[config.mk]
export PLATFORM = sky130hd
export DESIGN_NAME = serial_comparator_flat
export DESIGN_NICKNAME = d
export VERILOG_FILES = /design/src/rtl/serial_comparator_if.sv /design/src/rtl/serial_comparator.sv /design/src/flat_wrapper.sv
export SDC_FILE = /design/constraint.sdc
export NUM_CORES = 1
export LEC_CHECK = 0
export ABC_AREA = 1
export BUFFER_PORTS_ARGS = -buffer_cell sky130_fd_sc_hd__buf_4
export CELL_PAD_IN_SITES_DETAIL_PLACEMENT = 0
export CELL_PAD_IN_SITES_GLOBAL_PLACEMENT = 2
export CORE_MARGIN = 3
export CORE_UTILIZATION = 27
export CTS_CLUSTER_DIAMETER = 100
export CTS_CLUSTER_SIZE = 30
export DETAILED_ROUTE_END_ITERATION = 8
export PLACE_DENSITY = 0.7
export SKIP_LAST_GASP = 1
export SYNTH_ARGS = -nofsm -noshare
export SYNTH_HDL_FRONTEND = slang
export SYNTH_SLANG_ARGS = --single-unit
[constraint.sdc]
create_clock -name clk -period 1.3 [get_ports clk]
set_clock_uncertainty 0.2 [all_clocks]
set_input_delay 0.065 -clock clk [delete_from_list [all_inputs] [get_ports clk]]
set_output_delay 0.065 -clock clk [all_outputs]
set_load 0.01 [all_outputs]
[src/rtl/serial_comparator_if.sv]
// Serial comparator bus: operand bit stream in, status and result flags out.
interface serial_comparator_if;
    logic start;
    logic bit_valid;
    logic a_bit;
    logic b_bit;
    logic busy;
    logic done;
    logic eq;
    logic gt;
    logic lt;

    modport master (
        output start, bit_valid, a_bit, b_bit,
        input  busy, done, eq, gt, lt
    );

    modport slave (
        input  start, bit_valid, a_bit, b_bit,
        output busy, done, eq, gt, lt
    );
endinterface

[src/rtl/serial_comparator.sv]
// Bit-serial magnitude comparator, MSB first. The first differing bit decides
// the result; later differences are ignored. Result flags are registered and
// held until the next accepted start.
//
// state    | meaning
// ---------+-----------------------------------------------------------
// ST_IDLE  | waiting for start, result flags held
// ST_SHIFT | frame in progress, accepting operand bits (busy=1)
// ST_DONE  | single-cycle result strobe (done=1), start here restarts
module serial_comparator #(
    parameter int WIDTH = 8
) (
    input  logic                 clk,
    input  logic                 rst_n,
    serial_comparator_if.slave   bus
);

    localparam int             CW   = $clog2(WIDTH + 1);
    localparam logic [CW-1:0]  LAST = CW'(WIDTH - 1);

    localparam logic [1:0] ST_IDLE  = 2'd0;
    localparam logic [1:0] ST_SHIFT = 2'd1;
    localparam logic [1:0] ST_DONE  = 2'd2;

    logic [1:0]    state;
    logic [CW-1:0] count;
    logic          decided;
    logic          a_wins;

    logic          accept;
    logic          decided_next;
    logic          a_wins_next;

    // Bit acceptance and first-difference capture; start always overrides a bit.
    always_comb begin
        accept       = (state == ST_SHIFT) && bus.bit_valid && !bus.start;
        decided_next = decided;
        a_wins_next  = a_wins;
        if (accept && !decided && (bus.a_bit ^ bus.b_bit)) begin
            decided_next = 1'b1;
            a_wins_next  = bus.a_bit;
        end
    end

    // Frame sequencing with registered status and result outputs.
    always_ff @(posedge clk or negedge rst_n) begin
        if (!rst_n) begin
            state    <= ST_IDLE;
            count    <= '0;
            decided  <= 1'b0;
            a_wins   <= 1'b0;
            bus.busy <= 1'b0;
            bus.done <= 1'b0;
            bus.eq   <= 1'b0;
            bus.gt   <= 1'b0;
            bus.lt   <= 1'b0;
        end else begin
            bus.done <= 1'b0;
            case (state)
                ST_IDLE, ST_DONE: begin
                    if (bus.start) begin
                        state    <= ST_SHIFT;
                        bus.busy <= 1'b1;
                        count    <= '0;
                        decided  <= 1'b0;
                        a_wins   <= 1'b0;
                        bus.eq   <= 1'b0;
                        bus.gt   <= 1'b0;
                        bus.lt   <= 1'b0;
                    end else begin
                        state    <= ST_IDLE;
                        bus.busy <= 1'b0;
                    end
                end
                ST_SHIFT: begin
                    if (bus.start) begin
                        // Abort: restart the frame in place, the current bit is dropped.
                        count   <= '0;
                        decided <= 1'b0;
                        a_wins  <= 1'b0;
                    end else if (accept) begin
                        decided <= decided_next;
                        a_wins  <= a_wins_next;
                        if (count == LAST) begin
                            state    <= ST_DONE;
                            bus.busy <= 1'b0;
                            bus.done <= 1'b1;
                            count    <= '0;
                            bus.eq   <= !decided_next;
                            bus.gt   <= decided_next && a_wins_next;
                            bus.lt   <= decided_next && !a_wins_next;
                        end else begin
                            count <= count + CW'(1);
                        end
                    end
                end
                default: begin
                    state    <= ST_IDLE;
                    bus.busy <= 1'b0;
                end
            endcase
        end
    end

endmodule

[src/flat_wrapper.sv]
// flat-port wrapper written by rule: the top's interface ports become plain ports
module serial_comparator_flat 
#(
    parameter int WIDTH = 8
)
  (clk, rst_n, bus_start, bus_bit_valid, bus_a_bit, bus_b_bit, bus_busy, bus_done, bus_eq, bus_gt, bus_lt);
  serial_comparator_if bus_i ();
  input  logic clk;
  input  logic rst_n;
  input wire logic [$bits(bus_i.start)-1:0] bus_start;
  input wire logic [$bits(bus_i.bit_valid)-1:0] bus_bit_valid;
  input wire logic [$bits(bus_i.a_bit)-1:0] bus_a_bit;
  input wire logic [$bits(bus_i.b_bit)-1:0] bus_b_bit;
  output wire logic [$bits(bus_i.busy)-1:0] bus_busy;
  output wire logic [$bits(bus_i.done)-1:0] bus_done;
  output wire logic [$bits(bus_i.eq)-1:0] bus_eq;
  output wire logic [$bits(bus_i.gt)-1:0] bus_gt;
  output wire logic [$bits(bus_i.lt)-1:0] bus_lt;
  assign bus_i.start = bus_start;
  assign bus_i.bit_valid = bus_bit_valid;
  assign bus_i.a_bit = bus_a_bit;
  assign bus_i.b_bit = bus_b_bit;
  assign bus_busy = bus_i.busy;
  assign bus_done = bus_i.done;
  assign bus_eq = bus_i.eq;
  assign bus_gt = bus_i.gt;
  assign bus_lt = bus_i.lt;
  serial_comparator #(.WIDTH(WIDTH)) u_core (.clk(clk), .rst_n(rst_n), .bus(bus_i));
endmodule
==> results of run 1 <==
## synth_stat cells
library cell and n:
nor2_1 9, nand2_2 2, nand4_1 1, o21ai_1 1, inv_2 1, clkinv_2 1
nor2_4 1, ha_1 1, dfrtp_1 13, o21ai_0 3, inv_1 11, o21ai_2 2
nor3_1 1, a21oi_1 3, nand2_1 31, nand3_1 4
## per-layer routing
metal,vias to the layer above,track usage,wire length (um)
met5,-,0,0
li1,334,-,-
met3,0,0.05630,75
met4,0,0.01215,0
met1,277,0.1234,638
met2,9,0.2224,850
## worst max-delay path by stage
stage	to	slack (ns)	cells past startpoint
finish	u_core.bus.gt	-0.11	7
global route	u_core.bus.lt	-0.19	8
CTS	u_core.count[3]	-0.12	8
detailed placement	u_core.count[0]	-0.12	6
global placement	u_core.count[0]	-0.13	6
floorplan	u_core.bus.gt	-0.05	8
## registers in the layout (all words and copies together), names as in the netlist
| signal | count |
|---|---|
| u_core.count | 4 |
| u_core.state | 2 |
| u_core.a_wins | 1 |
| u_core.decided | 1 |
| u_core.bus.lt | 1 |
| u_core.bus.gt | 1 |
| u_core.bus.done | 1 |
| u_core.bus.busy | 1 |
| u_core.bus.eq | 1 |
## final cells by class
| type | instances | area [sq um] | area share |
|---|---|---|---|
| multi-input combinational | 59 | 359.1 | 0.3400 |
| inverter | 13 | 52.55 | 0.04976 |
| tap | 28 | 35.03 | 0.03318 |
| timing repair buffer | 31 | 257.7 | 0.2441 |
| sequential | 13 | 325.3 | 0.3081 |
| clock buffer | 4 | 26.28 | 0.02488 |
## worst reg2reg max path, delay by kind of cell (launching register included)
kind	cells	cell delay [ns]
and+or+nand+nor	6	0.60
DFF	1	0.42
buffers and inverters	1	0.14
## where the power goes
part           switching [mW]  internal [mW]
registers              0.0717          0.490
clock network           0.135          0.119
logic                   0.362          0.390
## per-stage QoR
| stage | utilization | hold WS (ns) | cells |
|---|---|---|---|
| floorplan | - | -0.4306 | 85 |
| global placement | 0.3776 | -0.2783 | 132 |
| detailed placement | 0.3776 | -0.2754 | 132 |
| finish | 0.4728 | -0.05745 | 148 |
| global route | 0.4728 | -0.03906 | 148 |
| CTS | 0.4364 | -0.05964 | 143 |
## what timing repair did
item / CTS / global route
setup endpoints to repair: 10 / 12
endpoints found under the hold margin: 21 / 2
buffers inserted: 3 / 5
resized for setup: 13 / 14
pin swaps: 9 / 6
## kinds of logic after synthesis
kind of cell             count (synthesis)  synth area share
flip-flops                              13            0.5039
AND/OR/NAND/NOR                         49            0.3178
adder cells (fa/ha/maj)                  1           0.01938
AO/OA/AOI/OAI                            9           0.08138
buffers and inverters                   13           0.07751
==> impl_metrics.yaml, run 1 <==
run_status:
  status: "complete, but fails checks"
  failed_checks: "hold timing, setup timing"
clock_tree:
  clockRootBuffer: "clkbuf_4"
  numCtsBuffers: 3
  clock-sinks: 13
  path_clk_slew_ns: 0.08
  clock_latency_ns: 0.28
  cts_max_level: 1
  cts_tree: "built"
  cts_max_path_buffers: 2
  postCtsHoldBufs: 4
min_path:
  min_to: "u_core.count[1]"
  whs_path_depth: 4
  hold_path.startpoint: "bus_start"
  hold_path.class: "in -> reg"
layout:
  layout_commonest_cell: "nand2_1"
  layout-drive-gt1-share: 0.4750
  antenna_cells: 0
  nNetsFinal: 128
  nFillCells: 229
  final_cell_mix: "nand2_1 (24), buf_4 (23), dfrtp_1 (13), inv_1 (9), nand2_2 (7)"
  final_area_sq_um: 1056
  syn_to_final_growth_pct: 63.57
critical_path:
  cp_num_buf_inv: 1
  worstSetupStartpointType: "flip-flop"
  cpMostUsedCell: "nand2_1"
  r2r-end: "u_core.bus.gt"
  rr_startpoint: "u_core.state[0]"
  worstPathMaxFanout: 5
  r2r_slack_ns: -0.11
  crit_family: "simple AND/OR/NAND/NOR gates"
  cp-end-kind: "flip-flop"
  path_class: "reg -> reg"
  cp.required_ns: 1.32
  crit_slowest_cell: "dfrtp_1"
  critPathMaxStageDelay_ns: 0.42
  reg2reg_depth: 7
  crit_path_start: "u_core.state[0]"
  arrival_ns: 1.43
  path_cells: "nand3_2 -> nor2_4 -> buf_6 -> nand3_1 -> nand2_2 -> nand2_1 -> nand2_1"
global_route:
  grt_max_degree: 14
  antenna_found_initial: 0
  grt_pass1_vias: 588
  grt_usage: 0.1188
  gr-total-overflow: 0
  grt_pass1_wl_mm: 2.504
drt:
  wl_mm: 1.564
  drt-pass1-iter-count: 4
  ant_nets: 0
  wl_per_cell_um: 10.57
  vias_per_cell: 4.189
  drc_errors: 0
  vias: 620
  drt_iter0_drc: 7
sta:
  timing.slew.headroom: 0.8164
  layout_setup_ws_ns: -0.1110
  setup_viol: 9
  timing.hold.ws_ns: -0.05745
  rsz0062_at_grt: "yes"
  setup_tns_ns: -0.6290
  tightest_slew_ns: 0.2744
  layout_min_cycle_time_ns: 1.411
  drv_slew: 0
  finalCritPeriodShare: 1.085
  fmax_ghz: 0.7087
  hold_viol: 3
synthesis:
  synth_top_area_frac: 0.5039
  yosys_warnings: 0
  avgSynthCellArea_sq_um: 7.596
  syn_area_sq_um: 645.6
  ys_ff_latch: 13
  yosysTopAreaCell: "dfrtp_1"
  syn-num-nets: 92
  yosysUniqueCellTypes: 16
  seq_area_frac_synth: 0.5039
  netlist_top_cells_area: "dfrtp_1 (50%), nand2_1 (18%), inv_1 (6.4%), nor2_1 (5.2%), nand3_1 (3.1%)"
  postSynthCellCount: 85
die:
  die_w_um: 54.90
  rows: 17
  core_region_area_sq_um: 2233
  ios: 11
  die_h_um: 54.90
  initial_utilization: 0.2891
  die_area_sq_um: 3014
pwr:
  powerDensity_nw_per_um2: 1485
  p_leak_nw: 0.5936
  total_power_mw: 1.568
  ir_drop_uv: 956.3
flow_run:
  cap_viol_max_count: 0
placed_design:
  dpl_cell_area_sq_um: 843.3
  place_ws_ns: -0.1201
  dp_hpwl_mm: 1.085
  gp_congestion: 0.7334
  io_buffers: 10
Power figures use the tool's default switching activity.
==> inputs of run 2 (changes only) <==
Settings changed: CELL_PAD_IN_SITES_DETAIL_PLACEMENT 0 to not set, CELL_PAD_IN_SITES_GLOBAL_PLACEMENT 2 to not set, CORE_UTILIZATION 27 to 47.
==> impl_metrics.yaml, run 2 (synthesis gave the netlist of run 1 again) <==
run_status:
  status: "complete, but fails checks"
  failed_checks: "hold timing, setup timing"
drt:
  drt-pass1-iter-count: 4
  wl_per_cell_um: 13.29
  drc_errors: 0
  vias_per_cell: 4.992
  wl_mm: 1.714
  ant_nets: 0
  drt_iter0_drc: 14
  vias: 644
critical_path:
  r2r_slack_ns: -0.16
  worstPathMaxFanout: 2
  reg2reg_depth: 8
  cp_num_buf_inv: 1
  critPathMaxStageDelay_ns: 0.41
  r2r-end: "u_core.count[3]"
  arrival_ns: 1.48
  worstSetupStartpointType: "flip-flop"
  crit_slowest_cell: "dfrtp_1"
  crit_family: "simple AND/OR/NAND/NOR gates"
  cpMostUsedCell: "nand2_1"
  cp-end-kind: "flip-flop"
  cp.required_ns: 1.32
  rr_startpoint: "u_core.count[0]"
  path_class: "reg -> reg"
  path_cells: "ha_4 -> nand2_4 -> nor2_4 -> nor3_4 -> o21ai_1 -> nand2_1 -> nand2_1 -> inv_1"
min_path:
  hold_path.startpoint: "bus_start"
  min_to: "u_core.count[0]"
  whs_path_depth: 4
  hold_path.class: "in -> reg"
pwr:
  powerDensity_nw_per_um2: 1541
  p_int_uw: 943.4
  p_leak_nw: 0.5621
  seq_power_share: 0.377
  total_power_mw: 1.527
  swShare: 0.3822
  clkPwrFrac: 0.163
  p_comb_frac: 0.460
  power.switching_uw: 583.7
  ir_drop_uv: 1317
sta:
  layout_min_cycle_time_ns: 1.461
  tightest_slew_ns: 0.2774
  finalCritPeriodShare: 1.124
  layout_setup_ws_ns: -0.1610
  fmax_ghz: 0.6845
  rsz0062_at_grt: "yes"
  timing.hold.ws_ns: -0.008183
  timing.slew.headroom: 0.8151
  drv_slew: 0
  setup_viol: 12
  hold_viol: 1
  setup_tns_ns: -0.8032
layout:
  final_cell_mix: "nand2_1 (28), buf_4 (21), dfrtp_1 (13), inv_1 (9)"
  nNetsFinal: 123
  regMostFlops: "u_core.count"
  final_area_sq_um: 991.0
  final_util: 0.8250
  syn_to_final_growth_pct: 53.49
  largest_reg_flops: 4
  layout-drive-gt1-share: 0.3913
  layout_commonest_cell: "nand2_1"
  antenna_cells: 0
  biggestRegsByFlops: "u_core.count x4, u_core.state x2"
  final_cells: 129
clock_tree:
  cts_tree: "built"
  clock-sinks: 13
  cts_max_path_buffers: 2
  path_clk_slew_ns: 0.08
  clock_latency_ns: 0.27
  cts_max_level: 1
  clockRootBuffer: "clkbuf_4"
  numCtsBuffers: 3
global_route:
  grt_pass1_wl_mm: 2.270
  gr-total-overflow: 0
  grt_max_degree: 14
  grt_pass1_vias: 546
  antenna_found_initial: 0
  grt_usage: 0.1667
placed_design:
  dp_cells: 117
  place_ws_ns: -0.09142
  dpl_cell_area_sq_um: 818.3
  dp_hpwl_um: 991.6
  gp_congestion: 0.8135
  io_buffers: 10
die:
  ios: 11
  initial_utilization: 0.5375
  die_area_sq_um: 1854
  die_h_um: 43.06
  rows: 12
  die_w_um: 43.06
  core_region_area_sq_um: 1201
flow_run:
  cap_viol_max_count: 0
run 2: layout make-up:
cell class / count / area [sq um]
multi-input combinational: 59 / 361.6
sequential: 13 / 325.3
fill: 72 / 210.2
timing repair buffer: 26 / 207.7
inverter: 13 / 52.55
clock buffer: 4 / 26.28
tap: 14 / 17.52
run 2: layer usage:
| metal | GRT usage | vias up | wire, um |
|---|---|---|---|
| met5 | 0 | - | 0 |
| li1 | - | 324 | - |
| met4 | 0.09036 | 0 | 23 |
| met1 | 0.2237 | 297 | 801 |
| met2 | 0.2455 | 19 | 816 |
| met3 | 0.03814 | 4 | 73 |
run 2: power groups by stage:
stage / clock [mW] / sequential [mW] / combinational, mW
detailed placement: 0 / 0.554 / 0.533
CTS: 0.252 / 0.550 / 0.567
floorplan: 0 / 0.567 / 0.283
finish: 0.249 / 0.576 / 0.702
global placement: 0 / 0.554 / 0.530
global route: 0.275 / 0.587 / 0.771
run 2: how the worst max path moves through the flow:
stage | from | end | slack, ns | cells after the start
finish | u_core.count[0] | u_core.count[3] | -0.16 | 8
CTS | u_core.count[0] | u_core.count[3] | -0.08 | 8
floorplan | u_core.count[0] | u_core.bus.gt | -0.05 | 8
global route | u_core.count[0] | u_core.count[3] | -0.22 | 8
global placement | u_core.count[1] | u_core.count[0] | -0.09 | 6
detailed placement | u_core.count[1] | u_core.count[0] | -0.09 | 6
run 2: tightest hold or removal path: cells and delay by family:
| family | cells | cell delay, ns |
|---|---|---|
| buffers and inverters | 1 | 0.13 |
| AND/OR/NAND/NOR | 1 | 0.08 |
| AO/OA/AOI/OAI | 2 | 0.15 |
run 2: repair_timing:
action	CTS	global route
cloned	0	0
resized for setup	5	14
hold buffers	3	2
pin swaps	9	5
endpoints found under the setup margin	9	12
setup buffers	1	2
hold endpoints to repair	19	3
==> inputs of run 3 (changes only) <==
==> constraint.sdc (replaced) <==
create_clock -name clk -period 1.3 [get_ports clk]
set_clock_uncertainty 0.2 [all_clocks]
set_input_delay 0.195 -clock clk [delete_from_list [all_inputs] [get_ports clk]]
set_output_delay 0.195 -clock clk [all_outputs]
set_load 0.01 [all_outputs]
==> impl_metrics.yaml, run 3 (synthesis gave the netlist of run 1 again) <==
drt:
  drc_errors: 0
  drt-pass1-iter-count: 4
  wl_mm: 1.465
  vias_per_cell: 5.000
  wl_per_cell_um: 11.81
  ant_nets: 0
  vias: 620
  drt_iter0_drc: 15
layout:
  layout_commonest_cell: "nand2_1"
  regMostFlops: "u_core.count"
  multiInputGateArea_sq_um: 361.6
  syn_to_final_growth_pct: 47.29
  nNetsFinal: 118
  largest_reg_flops: 4
  final-seq-area_sq_um: 325.3
  antenna_cells: 0
  nFillCells: 78
  final_cell_mix: "nand2_1 (27), buf_4 (18), dfrtp_1 (13), inv_1 (9)"
  biggestRegsByFlops: "u_core.count x4, u_core.state x2"
  layout-drive-gt1-share: 0.4182
die:
  die_w_um: 43.06
  ios: 11
  core_region_area_sq_um: 1201
  die_h_um: 43.06
  die_area_sq_um: 1854
  rows: 12
  initial_utilization: 0.5375
critical_path:
  r2r_slack_ns: -0.10
  worstSetupStartpointType: "flip-flop"
  arrival_ns: 1.37
  cp-end-kind: "flip-flop"
  worstPathMaxFanout: 6
  r2r-end: "u_core.bus.lt"
  reg2reg_depth: 8
  path_class: "reg -> reg"
  rr_startpoint: "u_core.state[1]"
  cp.required_ns: 1.26
clock_tree:
  clockRootBuffer: "clkbuf_4"
  path_clk_slew_ns: 0.08
  cts_max_path_buffers: 2
  numCtsBuffers: 3
  clock-sinks: 13
  cts_tree: "built"
  clock_latency_ns: 0.27
  cts_max_level: 1
sta:
  timing.hold.ws_ns: 0.08303
  timing.slew.headroom: 0.8332
  setup_viol: 10
  drv_slew: 0
  fmax_ghz: 0.7130
  layout_min_cycle_time_ns: 1.403
  rsz0062_at_grt: "yes"
  finalCritPeriodShare: 1.079
  tightest_slew_ns: 0.2492
  layout_setup_ws_ns: -0.1026
  hold_viol: 0
placed_design:
  dp_hpwl_um: 991.6
  gp_congestion: 0.8135
  io_buffers: 10
global_route:
  gr-total-overflow: 0
  grt_usage: 0.1597
  grt_max_degree: 14
  grt_pass1_vias: 541
  grt_pass1_wl_mm: 2.187
  antenna_found_initial: 0
min_path:
  hold_path.startpoint: "bus_bit_valid"
  min_to: "u_core.count[0]"
  hold_path.class: "in -> reg"
  whs_path_depth: 4
flow_run:
  cap_viol_max_count: 0
pwr:
  p_leak_nw: 0.5391
  ir_drop_uv: 1296
  powerDensity_nw_per_um2: 1577
  total_power_mw: 1.499
run_status:
  status: "complete, but fails checks"
  failed_checks: "setup timing"
-- run 3: timing repair --
action                     4_1_cts  5_1_grt
pin swaps                        9        6
hold endpoints to repair        13        0
setup buffers                    1        2
hold buffers                     1        0
setup endpoints to repair        9       12
gates resized for setup          5       17
-- run 3: layer usage --
layer  global-route usage  wire length (um)  share of wire
met1               0.2132               729           0.50
met2               0.2305               641           0.44
met3              0.03814                82          0.056
met4              0.09639                12         0.0082
met5                    0                 0              0
-- run 3: worst max path at each step --
stage,to,from,slack (ns),cells past startpoint
final,u_core.bus.lt,u_core.state[1],-0.10,8
after global routing,u_core.bus.gt,u_core.state[1],-0.18,8
after CTS,u_core.count[3],u_core.count[0],-0.08,8
after detailed placement,u_core.count[0],u_core.count[1],-0.09,6
after global placement,u_core.count[0],u_core.count[1],-0.09,6
after floorplan,u_core.bus.gt,u_core.count[0],-0.05,8
-- run 3: layout make-up --
cell class / instances / share of cell area
timing repair buffer: 21 / 0.1763
sequential: 13 / 0.3421
inverter: 13 / 0.05526
multi-input combinational: 59 / 0.3803
tap: 14 / 0.01842
clock buffer: 4 / 0.02763
-- run 3: report_power, final --
| group | leakage [nW] | internal (mW) | switching, mW |
|---|---|---|---|
| clock | 0.0150 | 0.119 | 0.130 |
| combinational | 0.352 | 0.328 | 0.351 |
| sequential | 0.173 | 0.490 | 0.0808 |
| total | 0.539 | 0.937 | 0.562 |
-- run 3: worst max-delay path: stages (launching register included) --
cell and delay (ns):
dfrtp_1 0.39, inv_2 0.08, nand3_2 0.09, nor2_4 0.21, nand2_4 0.11, inv_4 0.09
nor2_4 0.04, nand2_1 0.05, nand2_1 0.05
-- run 3: through the flow --
step                instances  worst slack, ns  utilization  setup TNS (ns)  instance area (sq um)
finish                    124          -0.1026       0.7917         -0.6401                  950.9
CTS                       123         -0.07862       0.7313         -0.4590                  878.3
detailed placement        117         -0.09142       0.6813         -0.4379                  818.3
global placement          117         -0.08771       0.6813         -0.3102                  818.3
floorplan                  85         -0.04682            -         -0.2225                  665.6
global route              124          -0.1756       0.7917          -1.432                  950.9
